## config.mk

```make
export PLATFORM = sky130hd
export DESIGN_NAME = next_pc_ras
export DESIGN_NICKNAME = d
export VERILOG_FILES = /design/src/rtl/next_pc_ras.sv
export SDC_FILE = /design/constraint.sdc
export NUM_CORES = 1
export LEC_CHECK = 0
export ABC_AREA = 1
export ABC_CLOCK_PERIOD_IN_PS = 2600
export CORE_ASPECT_RATIO = 1.75
export CORE_MARGIN = 2
export CORE_UTILIZATION = 45
export DETAILED_ROUTE_END_ITERATION = 10
export PLACE_DENSITY_LB_ADDON = 0.1
export REMOVE_ABC_BUFFERS = 1
export SLEW_MARGIN = 10
export SYNTH_ARGS = -nofsm -noshare
export SYNTH_HDL_FRONTEND = slang
export SYNTH_SLANG_ARGS = --single-unit
export TNS_END_PERCENT = 30
```

## constraint.sdc

```tcl
create_clock -name clk -period 2.6 [get_ports clk]
set_input_delay 0.26 -clock clk [delete_from_list [all_inputs] [get_ports clk]]
set_output_delay 0.26 -clock clk [all_outputs]
set_load 0.05 [all_outputs]
```

## src/rtl/next_pc_ras.sv

```systemverilog
// next_pc_ras: owned fetch PC plus return-address stack resolving delayed B, CALL and RET from EX.
// Build macro RAS_CIRCULAR_EN: when defined, a push on a full RAS overwrites the oldest entry instead of being dropped.
module next_pc_ras #(
  parameter int          PC_W      = 16,
  parameter int          OFS_W     = 8,
  parameter int          RAS_DEPTH = 4,
  parameter int          RET_OFS   = 2,
  parameter int          RST_VEC   = 0,
  parameter logic [3:0]  OP_B      = 4'hC,
  parameter logic [3:0]  OP_CALL   = 4'hD,
  parameter logic [3:0]  OP_RET    = 4'hE
) (
  input  logic                           clk,
  input  logic                           rst,
  input  logic                           stall,
  input  logic                           ex_valid,
  input  logic [15:0]                    ex_instr,
  input  logic                           branch,
  output logic [PC_W-1:0]                pc,
  output logic [$clog2(RAS_DEPTH):0]     ras_cnt,
  output logic                           ras_ovf,
  output logic                           ras_unf
);
  localparam int AW = $clog2(RAS_DEPTH);
  localparam int CW = AW + 1;
  logic [PC_W-1:0] pc_q, pc_d;
  logic [AW-1:0]   ptr_q, ptr_d;
  logic [CW-1:0]   cnt_q, cnt_d;
  logic            ovf_q, ovf_d, unf_q, unf_d, push;
  logic [PC_W-1:0] ras_q [RAS_DEPTH];
  logic [3:0]      op;
  logic            full, empty;
  logic [PC_W-1:0] b_tgt, call_tgt, top;
  assign op       = ex_instr[15:12];
  assign full     = cnt_q == CW'(RAS_DEPTH);
  assign empty    = cnt_q == '0;
  assign b_tgt    = pc_q + PC_W'(2) + PC_W'($signed(ex_instr[OFS_W-1:0]));
  assign call_tgt = (pc_q & ~PC_W'(12'hFFF)) | PC_W'(ex_instr[11:0]);
  assign top      = ras_q[ptr_q - AW'(1)];
  always_comb begin
    pc_d  = pc_q;
    ptr_d = ptr_q;
    cnt_d = cnt_q;
    ovf_d = ovf_q;
    unf_d = unf_q;
    push  = 1'b0;
    if (!stall) begin
      pc_d = pc_q + PC_W'(1);
      if (ex_valid && op == OP_B && branch) begin
        pc_d = b_tgt;
      end else if (ex_valid && op == OP_CALL) begin
        pc_d = call_tgt;
        if (full) begin
          ovf_d = 1'b1;
`ifdef RAS_CIRCULAR_EN
          push  = 1'b1;
          ptr_d = ptr_q + AW'(1);
`endif
        end else begin
          push  = 1'b1;
          ptr_d = ptr_q + AW'(1);
          cnt_d = cnt_q + CW'(1);
        end
      end else if (ex_valid && op == OP_RET) begin
        pc_d  = empty ? pc_q + PC_W'(1) : top;
        ptr_d = empty ? ptr_q : ptr_q - AW'(1);
        cnt_d = empty ? cnt_q : cnt_q - CW'(1);
        unf_d = unf_q | empty;
      end
    end
  end
  always_ff @(posedge clk) begin
    if (rst) begin
      pc_q  <= PC_W'(RST_VEC);
      ptr_q <= '0;
      cnt_q <= '0;
      ovf_q <= 1'b0;
      unf_q <= 1'b0;
    end else begin
      pc_q  <= pc_d;
      ptr_q <= ptr_d;
      cnt_q <= cnt_d;
      ovf_q <= ovf_d;
      unf_q <= unf_d;
    end
  end
  // Entry contents need no reset; only ptr/cnt define which entries are live.
  always_ff @(posedge clk) begin
    if (!rst && push) ras_q[ptr_q] <= pc_q + PC_W'(RET_OFS);
  end
  assign pc      = pc_q;
  assign ras_cnt = cnt_q;
  assign ras_ovf = ovf_q;
  assign ras_unf = unf_q;
endmodule

```

**Word level (Yosys, flattened, before mapping)**

Memory sizes are Yosys's and may differ from the RTL's.
Index checks and enable logic that the tools add are counted.

- Flip-flop bits (word level): 23
- Bits in latches: 0
- Memory bits (writable): 64
- Bits in read-only memories: 0
- Input bits: 21
- Output and inout port bits: 21
- Logic and storage cells: 53
- Memories kept: 1

- Add/subtract/negate cells: 7
- Multiply operators: 0
- Div/mod/pow operators: 0
- Order comparisons: 0
- Equality and inequality tests: 6
- Shift-type cells: 0
- Multiplexer cells: 18
- Bitwise logic cells: 5
- Reduce and logical (&&, ||, !) cells: 11

Memory list:

| memory | words | bits a word | read ports | clocked after Yosys merged registers in | write ports | line | source |
|---|---|---|---|---|---|---|---|
| ras_q | 4 | 16 | 1 | 0 | 1 | 30 | `logic [PC_W-1:0] ras_q [RAS_DEPTH];` |

Operators with widths:

| kind | count |
|---|---|
| $mux 16 | 4 |
| $add 16x1->16 const B | 1 |
| $add 16x16->16 | 1 |
| $add 16x2->16 const B | 1 |
| $or 16x12->16 | 1 |
| $eq 4x4->1 const B | 3 |
| $mux 3 | 4 |
| $mux 2 | 4 |
| $reduce_and 4->1 | 2 |
| $mux 1 | 6 |
| $logic_and 1x1->1 | 5 |
| $reduce_and 5->1 | 1 |
| $add 3x1->3 const B | 1 |
| $eq 3x3->1 const B | 1 |
| $logic_not 3->1 | 1 |
| $not 1->1 | 3 |
| $sub 3x1->3 const B | 1 |
| $add 2x1->2 const B | 1 |
| $ne 2x1->1 const B | 1 |
| $ne 2x2->1 const B | 1 |
| $reduce_bool 2->1 | 1 |
| $sub 2x1->2 const B | 1 |
| $logic_not 1->1 | 1 |
| $or 1x1->1 | 1 |

**Longest topological paths before layout**

Gate-level depths: netlist of run 1.

- Depth in word-level cells: 8
- Depth in mapped cells: 21
- Depth with buffers taken out: 20

**Worst setup path before layout of run 1**

OpenSTA, ideal clock, no wires.

- Kind: register to register
- From: register pc_q[1] (netlist: pc[1])
- To: register pc_q[13] (netlist: pc[13])
- Library setup time: 0.070 ns
- Arrival: 2.918 ns
- Setup slack: -0.388 ns
- Cell stages (with the launch flop): 19
- Buffers on the path: 0
- Cell sequence: dfxtp_1 > inv_1 > nor2_2 > inv_2 > nor2_4 > inv_2 > nor2_2 > nand4_1 > nor2_1 > xor2_1 > ha_1 > nand2_1 > inv_1 > a21oi_1 > o21a_1 > nand2_1 > nand2_1 > nand3_1 > a21oi_1

- Word-level cells in the longest chain between the ends: 5
- Elaborated cells on any way between the ends: 7
- Classes of those cells: add/sub: 3; mux: 4

RTL lines:

| what | line | source |
|---|---|---|
| start, declared | 26 | `logic [PC_W-1:0] pc_q, pc_d;` |
| start signal, assigned | 74 | `pc_q <= PC_W'(RST_VEC);` |
| start signal, assigned | 80 | `pc_q <= pc_d;` |
| parallel branches: the longest is 4 deep, another holds $add 16x2->16 | -- |  |
| $mux 16 (*) | 49 | `if (ex_valid && op == OP_B && branch) begin` |

Every way passes the cells marked *.
A chain may end at the register's enable or synchronous reset.

**Worst setup path in the final report of run 1**

- From: register pc_q[3] (netlist: pc[3])
- To: register pc_q[15] (netlist: pc[15])

The elaborated chain is that of the path after synthesis.

==> results of run 1 <==
sequential cells by signal, summed over array words and instances (netlist names):
name,count
pc,16
ptr_q,2
ras_cnt,3
ras_ovf,1
ras_q,64
ras_unf,1
logic make-up after synthesis:
kind of cell	count (synthesis)	synth area share [%]
buf+inv	85	6.56
xor+xnor	23	3.83
simple gates	304	25.3
flops	87	45.3
compound gates	122	12.3
fa+ha+maj	27	6.70
power by group through the flow:
stage               Sequential [uW]  Combinational [uW]  Clock, uW
floorplan                      1640                 282          0
detailed placement             1580                 592          0
finish                         1550                 620       1530
global route                   1550                 678       1600
global placement               1580                 583          0
CTS                            1550                 602       1540
per-stage QoR:
stage	hold WS (ns)	total power [uW]	cells	utilization [%]	instance area, sq um
2_1_floorplan	0.332	1920	628	-	5160
3_3_place_gp	0.454	2160	851	53.3	6140
3_5_place_dp	0.468	2170	851	53.3	6140
4_1_cts	0.485	3690	869	56.9	6550
5_1_grt	0.517	3830	873	57.6	6630
6_report	0.475	3700	873	57.6	6630
cell usage after synthesis, drive strengths merged, types with 4 or more instances:
cell type    n
dfxtp       23
xnor2        5
inv         64
nand3b       8
buf         15
nand3       53
nand2      150
o211ai       4
a21oi       51
a31oi        4
ha          25
clkbuf       5
o21ai       53
xor2        18
nor2        76
nand4        8
edfxtp      64
nor3         5
o22ai        5
layer usage:
| layer | share of wire (%) | global-route usage (%) | wire length (um) |
|---|---|---|---|
| met1 | 39 | 29.6 | 5940 |
| met2 | 51 | 42.3 | 7900 |
| met3 | 4.0 | 3.03 | 619 |
| met4 | 6.2 | 16.7 | 963 |
| met5 | 0 | 0 | 0 |
critical path: stages, from the launching register on:
cell	delay, ns
dfxtp_2	0.38
nand2_4	0.07
nor2_4	0.11
inv_2	0.05
nor2_4	0.15
inv_2	0.06
nor2_4	0.09
nand4_1	0.12
nor2_1	0.14
xor2_1	0.27
ha_1	0.33
nand2_2	0.11
buf_4	0.11
nor2_1	0.03
a21oi_1	0.13
nand2_1	0.10
nand3_1	0.08
nand3_1	0.08
a21oi_1	0.14
area by class of cell:
class	count	area, sq um	area share (%)
inverter	65	244	3.68
multi-input combinational	476	2610	39.3
sequential	87	2400	36.2
timing repair buffer	94	858	13.0
tap	135	169	2.55
clock buffer	9	225	3.40
clock inverter	7	129	1.94
path summary, 6_finish.rpt:
check / to / slack, ns / cells past startpoint
setup / recovery: pc[15]$_SDFFE_PP0P_ / -0.02 / 18
hold / removal: ras_ovf$_SDFFE_PP0P_ / 0.48 / 2
setup reg to reg: pc[15]$_SDFFE_PP0P_ / -0.02 / 18
hold reg to reg: ras_ovf$_SDFFE_PP0P_ / 0.48 / 2
repair_timing:
action,4_1_cts,5_1_grt
resized for setup,11,14
hold buffers,0,0
pin swaps,3,8
buffers inserted,2,4
setup endpoints to repair,5,7
==> results.yml, run 1 <==
die:
  core_area_sq_um: 11500
  die_y_um: 147
  die_w_um: 85.7
  die_area_sq_um: 12600
  num_io_pins: 42
  rows: 52
  initial_core_util_pct: 45.7
timing:
  max_freq_ghz: 0.382
  fin_ws_ns: -0.0151
  finalWorstPathRequiredPeriod_ns: 2.62
  maxSlewViolCount: 0
  finalSetupTns_ns: -0.0151
  hold_violations: 0
  period_share_pct: 101
  setup_violations: 1
  rsz0062_at_grt: "yes"
  fin_skew_ns: 0.00971
  max-slew-margin-rel_pct: 59.4
  tightest_slew_ns: 0.608
routing:
  vias: 4780
  wire_per_inst_um: 17.7
  drt_iter0_markers: 220
  postRouteAntennaNets: 0
  route.detailed.drc: 0
  via_per_inst: 5.48
  wl_um: 15400
  drt_pass1_iterations: 4
clocking:
  cts_num_sinks: 87
  h-tree-depth: 3
  cts.clk_slew.worst_paths_ns: 0.07
  clock_tree.buffer_depth: 2
  clk_latency_ns: 0.35
  cts_buffers: 9
  cts_tree: "done"
  cts_root_buf: "clkbuf_16"
setup_path:
  path_max_fanout: 4
  setup.worst_path.end_class: "flip-flop"
  crit_start: "pc[3]$_SDFFE_PP0N_"
  reg2reg_from: "pc[3]$_SDFFE_PP0N_"
  crit_type: "reg2reg"
  start_kind: "flip-flop"
  arrival_ns: 2.89
  required_ns: 2.88
pwr:
  p_int_uw: 2710
  p_sw_share_pct: 26.6
  ir_worst_vdd_mv: 0.370
  power.switching_uw: 984
  power.leakage_uw: 0.00280
  power.share.clock_pct: 41.3
  power.share.sequential_pct: 41.9
  power_frac_comb_pct: 16.8
  powerDensity_nw_per_um2: 558
worst_hold_path:
  hold_path_class: "reg2reg"
  min_from: "ras_ovf$_SDFFE_PP0P_"
synth:
  synth_top_area_share_pct: 36.5
  yosysSeqAreaShare_pct: 45.3
  syn_area_per_cell_sq_um: 8.12
  synth-seq-cells: 87
  yosysTopAreaCell: "edfxtp_1"
  synthTopCellsByArea: "edfxtp_1 37%, nand2_1 10%, dfxtp_1 8.7%, ha_1 5.9%, nand3_1 4.9%"
  synth.yosys.warnings: 0
  synth-edff-count: 64
  ys.flop_type: "edfxtp_1"
  syn_inst: 648
  ys_types: 39
  async_flop_share_pct: 0
  netlist_area_sq_um: 5260
global_route:
  grt_pass1_wl_um: 24100
  grt_pass1_vias: 4682
  track_usage_pct: 25.2
  grt_max_degree: 36
  antenna_found_initial: 0
  grt-ovfl-total: 0
cells_and_area:
  layout_common_cells: "143 x nand2_1, 68 x nor2_1, 64 x edfxtp_1"
  drive_above_1_share_pct: 14.8
  fill_cells: 1066
  antenna_cells: 0
  nets: 781
  final_common_cell: "nand2_1"
  area.growth.synth_to_final_pct: 25.9
place:
  hpwl_um: 11400
  place_ws_ns: -0.139
  io_buffers: 41
  gp_congestion: 0.931
status:
  violations: "setup timing"
  status: "finished with violations"
job:
  maxCapViolations: 0
Note: power is estimated with default switching activity, not from simulation.
==> inputs of run 2 (changes only) <==
--- a/config.mk
+++ b/config.mk
@@ -6,13 +6,13 @@
 export NUM_CORES = 1
 export LEC_CHECK = 0
 export ABC_AREA = 1
-export ABC_CLOCK_PERIOD_IN_PS = 2600
 export CORE_ASPECT_RATIO = 1.75
-export CORE_MARGIN = 2
+export CORE_MARGIN = 3
 export CORE_UTILIZATION = 45
 export DETAILED_ROUTE_END_ITERATION = 10
 export PLACE_DENSITY_LB_ADDON = 0.1
 export REMOVE_ABC_BUFFERS = 1
+export SKIP_CTS_REPAIR_TIMING = 1
 export SLEW_MARGIN = 10
 export SYNTH_ARGS = -nofsm -noshare
 export SYNTH_HDL_FRONTEND = slang
==> run 2 against run 1 <==
Effect of this change: the run now ends clean; core utilization up 2.0 points; sequential power about the same; via count down 1.8%; global-route usage down 2.1 points; power down 3.0%; clock skew down 0.0024 ns; sequential cell count unchanged; worst hold slack better by 0.00097 ns; die area up 3.7%; final cell count up 0.23%; non-clock buffer count up 5; clock-buffer cell count up 3; critical path type unchanged; largest cell class unchanged; largest power group unchanged.
==> results.yml, run 2 (same netlist as run 1, synthesis figures left out) <==
status:
  status: "finished clean"
setup_path:
  crit_type: "reg2reg"
  arrival_ns: 2.80
  path_max_fanout: 6
  r2r_cells: 12
  cp_slowest_cell: "dfxtp_4"
  start_kind: "flip-flop"
  required_ns: 2.82
  setup.worst_path.end_class: "flip-flop"
  worstPathCellList: "ha_1 -> nand3_1 -> nor2_4 -> nand2_1 -> xor2_2 -> ha_4 -> a21oi_1 -> a21boi_0 -> nand3_1 -> or2_2 -> nand2_1 -> a21oi_1"
  critPathMaxStageDelay_ns: 0.38
pwr:
  power.share.clock_pct: 39.0
  p_sw_share_pct: 26.1
  power.share.sequential_pct: 43.0
  ir_worst_vdd_mv: 0.337
  power.leakage_uw: 0.00281
  p_int_uw: 2650
  power.switching_uw: 936
  powerDensity_nw_per_um2: 533
  total_power_uw: 3590
  power_frac_comb_pct: 18.0
worst_hold_path:
  hold_path_class: "reg2reg"
  hold_depth: 2
die:
  rows: 51
  die_area_sq_um: 13100
  core_area_sq_um: 11300
  num_io_pins: 42
  initial_core_util_pct: 46.6
  die_y_um: 149
  die_w_um: 87.7
cells_and_area:
  area.growth.synth_to_final_pct: 27.9
  drive_above_1_share_pct: 17.2
  multi_input_comb_area_sq_um: 2720
  nets: 786
  layout_common_cells: "140 x nand2_1, 66 x nor2_1, 64 x edfxtp_1"
  largest_register: "ras_q"
  largest_reg_flops: 64
  fill_cells: 1012
  utilization_pct: 59.6
  seqCellArea_sq_um: 2390
  antenna_cells: 0
  final_common_cell: "nand2_1"
timing:
  rsz0062_at_grt: "yes"
  max_freq_ghz: 0.388
  tightest_slew_ns: 0.568
  hold_violations: 0
  finalWorstPathRequiredPeriod_ns: 2.58
  maxSlewViolCount: 0
  setup_violations: 0
  max-slew-margin-rel_pct: 62.1
  period_share_pct: 99.2
  fin_skew_ns: 0.00728
clocking:
  clk_latency_ns: 0.34
  h-tree-depth: 3
  clock_tree.buffer_depth: 2
  cts_tree: "done"
  cts_buffers: 9
  cts_num_sinks: 87
  cts.clk_slew.worst_paths_ns: 0.06
  cts_root_buf: "clkbuf_16"
global_route:
  track_usage_pct: 23.1
  grt-ovfl-total: 0
  grt_pass1_wl_um: 22700
  grt_pass1_vias: 4452
  grt_max_degree: 36
  antenna_found_initial: 0
routing:
  wl_um: 14700
  drt_iter0_markers: 223
  postRouteAntennaNets: 0
  route.detailed.drc: 0
  via_per_inst: 5.36
  wire_per_inst_um: 16.8
  vias: 4694
  drt_pass1_iterations: 5
job:
  maxCapViolations: 0
place:
  hpwl_um: 11100
  io_buffers: 41
  gp_congestion: 0.891
-- run 2: per-layer routing --
metal	GRT usage, %	share of wire, %	wire, um	up-vias
li1	-	-	-	2360
met4	8.83	2.5	375	0
met1	26.9	41	6030	2193
met2	41.7	53	7860	116
met3	3.26	3.1	451	25
met5	0	0	0	-
-- run 2: critical path: cells and delay by family, from the launching register on --
| kind | cells | cell delay, ns |
|---|---|---|
| simple gates | 6 | 0.92 |
| compound gates | 3 | 0.47 |
| fa+ha+maj | 2 | 0.42 |
| flops | 1 | 0.38 |
| xor+xnor | 1 | 0.26 |
-- run 2: power by group through the flow --
stage                     clock network (uW)  logic (uW)  registers [uW]
after floorplan                            0         282            1640
after global placement                     0         592            1570
after detailed placement                   0         598            1570
after CTS                               1420         601            1540
after global routing                    1480         707            1540
final                                   1400         644            1540
-- run 2: cell type report --
cell class	instances	area share (%)
tap	132	2.45
clock inverter	4	1.15
multi-input combinational	476	40.4
inverter	65	3.62
sequential	87	35.6
clock buffer	12	3.66
timing repair buffer	99	13.1
-- run 2: worst paths after layout --
kind                                           start              endpoint  slack [ns]
worst max-delay path              pc[1]$_SDFFE_PP0N_   pc[12]$_SDFFE_PP0P_        0.02
worst min-delay path            ras_ovf$_SDFFE_PP0P_  ras_ovf$_SDFFE_PP0P_        0.48
worst max register to register    pc[1]$_SDFFE_PP0N_   pc[12]$_SDFFE_PP0P_        0.02
worst min register to register  ras_ovf$_SDFFE_PP0P_  ras_ovf$_SDFFE_PP0P_        0.48
-- run 2: per-stage QoR --
stage	setup TNS [ns]	hold slack (ns)	setup WS (ns)	cell area, sq um	cells
after floorplan	-8.19	0.332	-0.628	5160	628
after global placement	-0.104	0.457	-0.104	6160	853
after CTS	-0.401	0.486	-0.138	6490	869
after detailed placement	-0.237	0.471	-0.122	6160	853
after global routing	-0.634	0.506	-0.163	6730	875
final	0	0.476	0.0199	6730	875
==> inputs of run 3 (changes only) <==
--- a/config.mk
+++ b/config.mk
@@ -10,6 +10,7 @@
 export CORE_MARGIN = 3
 export CORE_UTILIZATION = 45
 export DETAILED_ROUTE_END_ITERATION = 10
+export DONT_BUFFER_PORTS = 1
 export PLACE_DENSITY_LB_ADDON = 0.1
 export REMOVE_ABC_BUFFERS = 1
 export SKIP_CTS_REPAIR_TIMING = 1
==> run 3 against run 2 <==
Effect of this change: the run now ends with setup timing left; worst setup slack worse by 0.021 ns; clock-buffer cell count down 2; die area unchanged; critical path depth up 7; critical endpoint is now pc[15]$_SDFFE_PP0P_.
==> results.yml, run 3 (same netlist as run 1, synthesis figures left out) <==
setup_path:
  critPathBufInv: 2
  worstPathCellList: "nand2_4 -> nor2_4 -> inv_2 -> nor2_4 -> inv_2 -> nor2_4 -> nand4_1 -> nor2_1 -> xor2_1 -> ha_1 -> nand2_1 -> nand2_2 -> nand3_2 -> nand2_2 -> a21oi_2 -> nand2_1 -> nand3_1 -> nand3_1 -> a21oi_1"
  path_delay_family: "simple AND/OR/NAND/NOR gates"
  critPathMaxStageDelay_ns: 0.38
  start_kind: "flip-flop"
  path_max_fanout: 5
  r2r_end: "pc[15]$_SDFFE_PP0P_"
  reg2reg_from: "pc[2]$_SDFFE_PP0N_"
  setup.worst_path.end_class: "flip-flop"
  r2r_cells: 19
  arrival_ns: 2.87
  crit_type: "reg2reg"
  worst-r2r-setup-slack_ns: -0.0006
  cpMostUsedCell: "nor2_4"
  cp_slowest_cell: "dfxtp_4"
  required_ns: 2.87
routing:
  wire_per_inst_um: 17.6
  via_per_inst: 5.52
  wl_um: 14900
  route.detailed.drc: 0
  drt_pass1_iterations: 5
  drt_iter0_markers: 299
  postRouteAntennaNets: 0
  vias: 4682
timing:
  maxSlewViolCount: 0
  period_share_pct: 100
  max-slew-margin-rel_pct: 61.0
  rsz0062_at_grt: "yes"
  finalWorstPathRequiredPeriod_ns: 2.60
  holdWs_ns: 0.0532
  max_freq_ghz: 0.385
  tightest_slew_ns: 0.584
  fin_ws_ns: -0.000604
  hold_violations: 0
  fin_skew_ns: 0.00995
  setup_violations: 1
global_route:
  grt-ovfl-total: 0
  grt_max_degree: 36
  grt_pass1_wl_um: 23300
  antenna_found_initial: 0
  top_usage_layer: "met2"
  gr-usage-met1_pct: 27.6
  grt_pass1_vias: 4537
  use_met3_pct: 3.54
  track_usage_pct: 23.6
  grtUsageMet2_pct: 41.5
pwr:
  power.share.clock_pct: 39.8
  ir_worst_vdd_mv: 0.321
  power.leakage_uw: 0.00272
  power_frac_comb_pct: 16.4
  p_sw_share_pct: 26.9
  powerDensity_nw_per_um2: 557
  power.switching_uw: 948
  p_int_uw: 2580
  power.share.sequential_pct: 43.8
  total_power_uw: 3530
die:
  die_w_um: 87.7
  initial_core_util_pct: 46.6
  core_area_sq_um: 11300
  rows: 51
  die_y_um: 149
  num_io_pins: 42
  die_area_sq_um: 13100
clocking:
  clock_tree.buffer_depth: 2
  h-tree-depth: 3
  cts_root_buf: "clkbuf_16"
  cts_buffers: 9
  cts.clk_slew.worst_paths_ns: 0.07
  cts_tree: "done"
  cts_num_sinks: 87
  clk_latency_ns: 0.34
place:
  gp_congestion: 0.963
  io_buffers: 0
  hpwl_um: 11000
  dp.cells: 821
worst_hold_path:
  hold_path_class: "in2reg"
  min_from: "rst"
  hold_depth: 3
  hold_end: "pc[5]$_SDFFE_PP0N_"
status:
  status: "finished with violations"
  violations: "setup timing"
cells_and_area:
  nets: 759
  drive_above_1_share_pct: 18.2
  largest_reg_flops: 64
  antenna_cells: 0
  fill_cells: 1014
  final_common_cell: "nand2_1"
  finalNonFillerCells: 848
  area.growth.synth_to_final_pct: 20.3
  largest_register: "ras_q"
  utilization_pct: 56.0
  layout_common_cells: "142 x nand2_1, 68 x nor2_1, 68 x buf_4"
job:
  maxCapViolations: 0
-- run 3: changes by cell type in the layout (fill, tap and decap cells not counted), moves of 3 or more --
cell / delta
ha_1: +3
xor2_1: +3
buf_4: +13
ha_4: -4
inv_1: +3
inv_2: -3
xor2_2: -3
clkdlybuf4s50_1: -41
-- run 3: worst max-delay path by stage --
| stage | startpoint | to | slack (ns) | cells after the start |
|---|---|---|---|---|
| after floorplan | ptr_q[0]$_SDFFE_PP0P_ | pc[8]$_SDFFE_PP0N_ | -0.63 | 12 |
| after global placement | pc[1]$_SDFFE_PP0N_ | pc[12]$_SDFFE_PP0P_ | -0.17 | 12 |
| after detailed placement | pc[1]$_SDFFE_PP0N_ | pc[12]$_SDFFE_PP0P_ | -0.22 | 12 |
| after CTS | pc[1]$_SDFFE_PP0N_ | pc[12]$_SDFFE_PP0P_ | -0.22 | 12 |
| after global routing | pc[2]$_SDFFE_PP0N_ | pc[15]$_SDFFE_PP0P_ | -0.21 | 19 |
| final | pc[2]$_SDFFE_PP0N_ | pc[15]$_SDFFE_PP0P_ | -0.0006 | 19 |
-- run 3: tightest hold or removal path: cells and delay by family --
kind                   cells  cell delay (ns)
AO/OA/AOI/OAI              1             0.02
buffers and inverters      1             0.03
AND/OR/NAND/NOR            1             0.05
-- run 3: stage by stage --
step,setup WS (ns),area (sq um),TNS [ns]
5_1_grt,-0.206,6330,-0.766
6_report,-0.000604,6330,-0.000604
3_5_place_dp,-0.217,5820,-0.410
3_3_place_gp,-0.168,5820,-0.189
2_1_floorplan,-0.628,5160,-8.19
4_1_cts,-0.222,6140,-0.459
-- run 3: power by group through the flow --
stage,Sequential (uW),Clock [uW],Combinational [uW]
final,1540,1400,577
after global placement,1570,0,528
after floorplan,1640,0,282
after global routing,1550,1480,635
after CTS,1540,1430,538
after detailed placement,1570,0,536
-- run 3: layout make-up --
cell class	count	area [sq um]	area share (%)
multi-input cells	476	2620	41.4
flip-flops and latches	87	2400	37.9
repair buffers	72	581	9.17
inverters	65	244	3.85
clock buffers	10	229	3.62
well taps	132	165	2.61
clock inverters	6	92.6	1.46
-- run 3: per-layer routing --
metal	vias up	wire length (um)	part of all wire, %
li1	2312	-	-
met1	2192	5750	39
met2	140	7800	52
met3	38	674	4.5
met4	0	652	4.4
met5	-	0	0
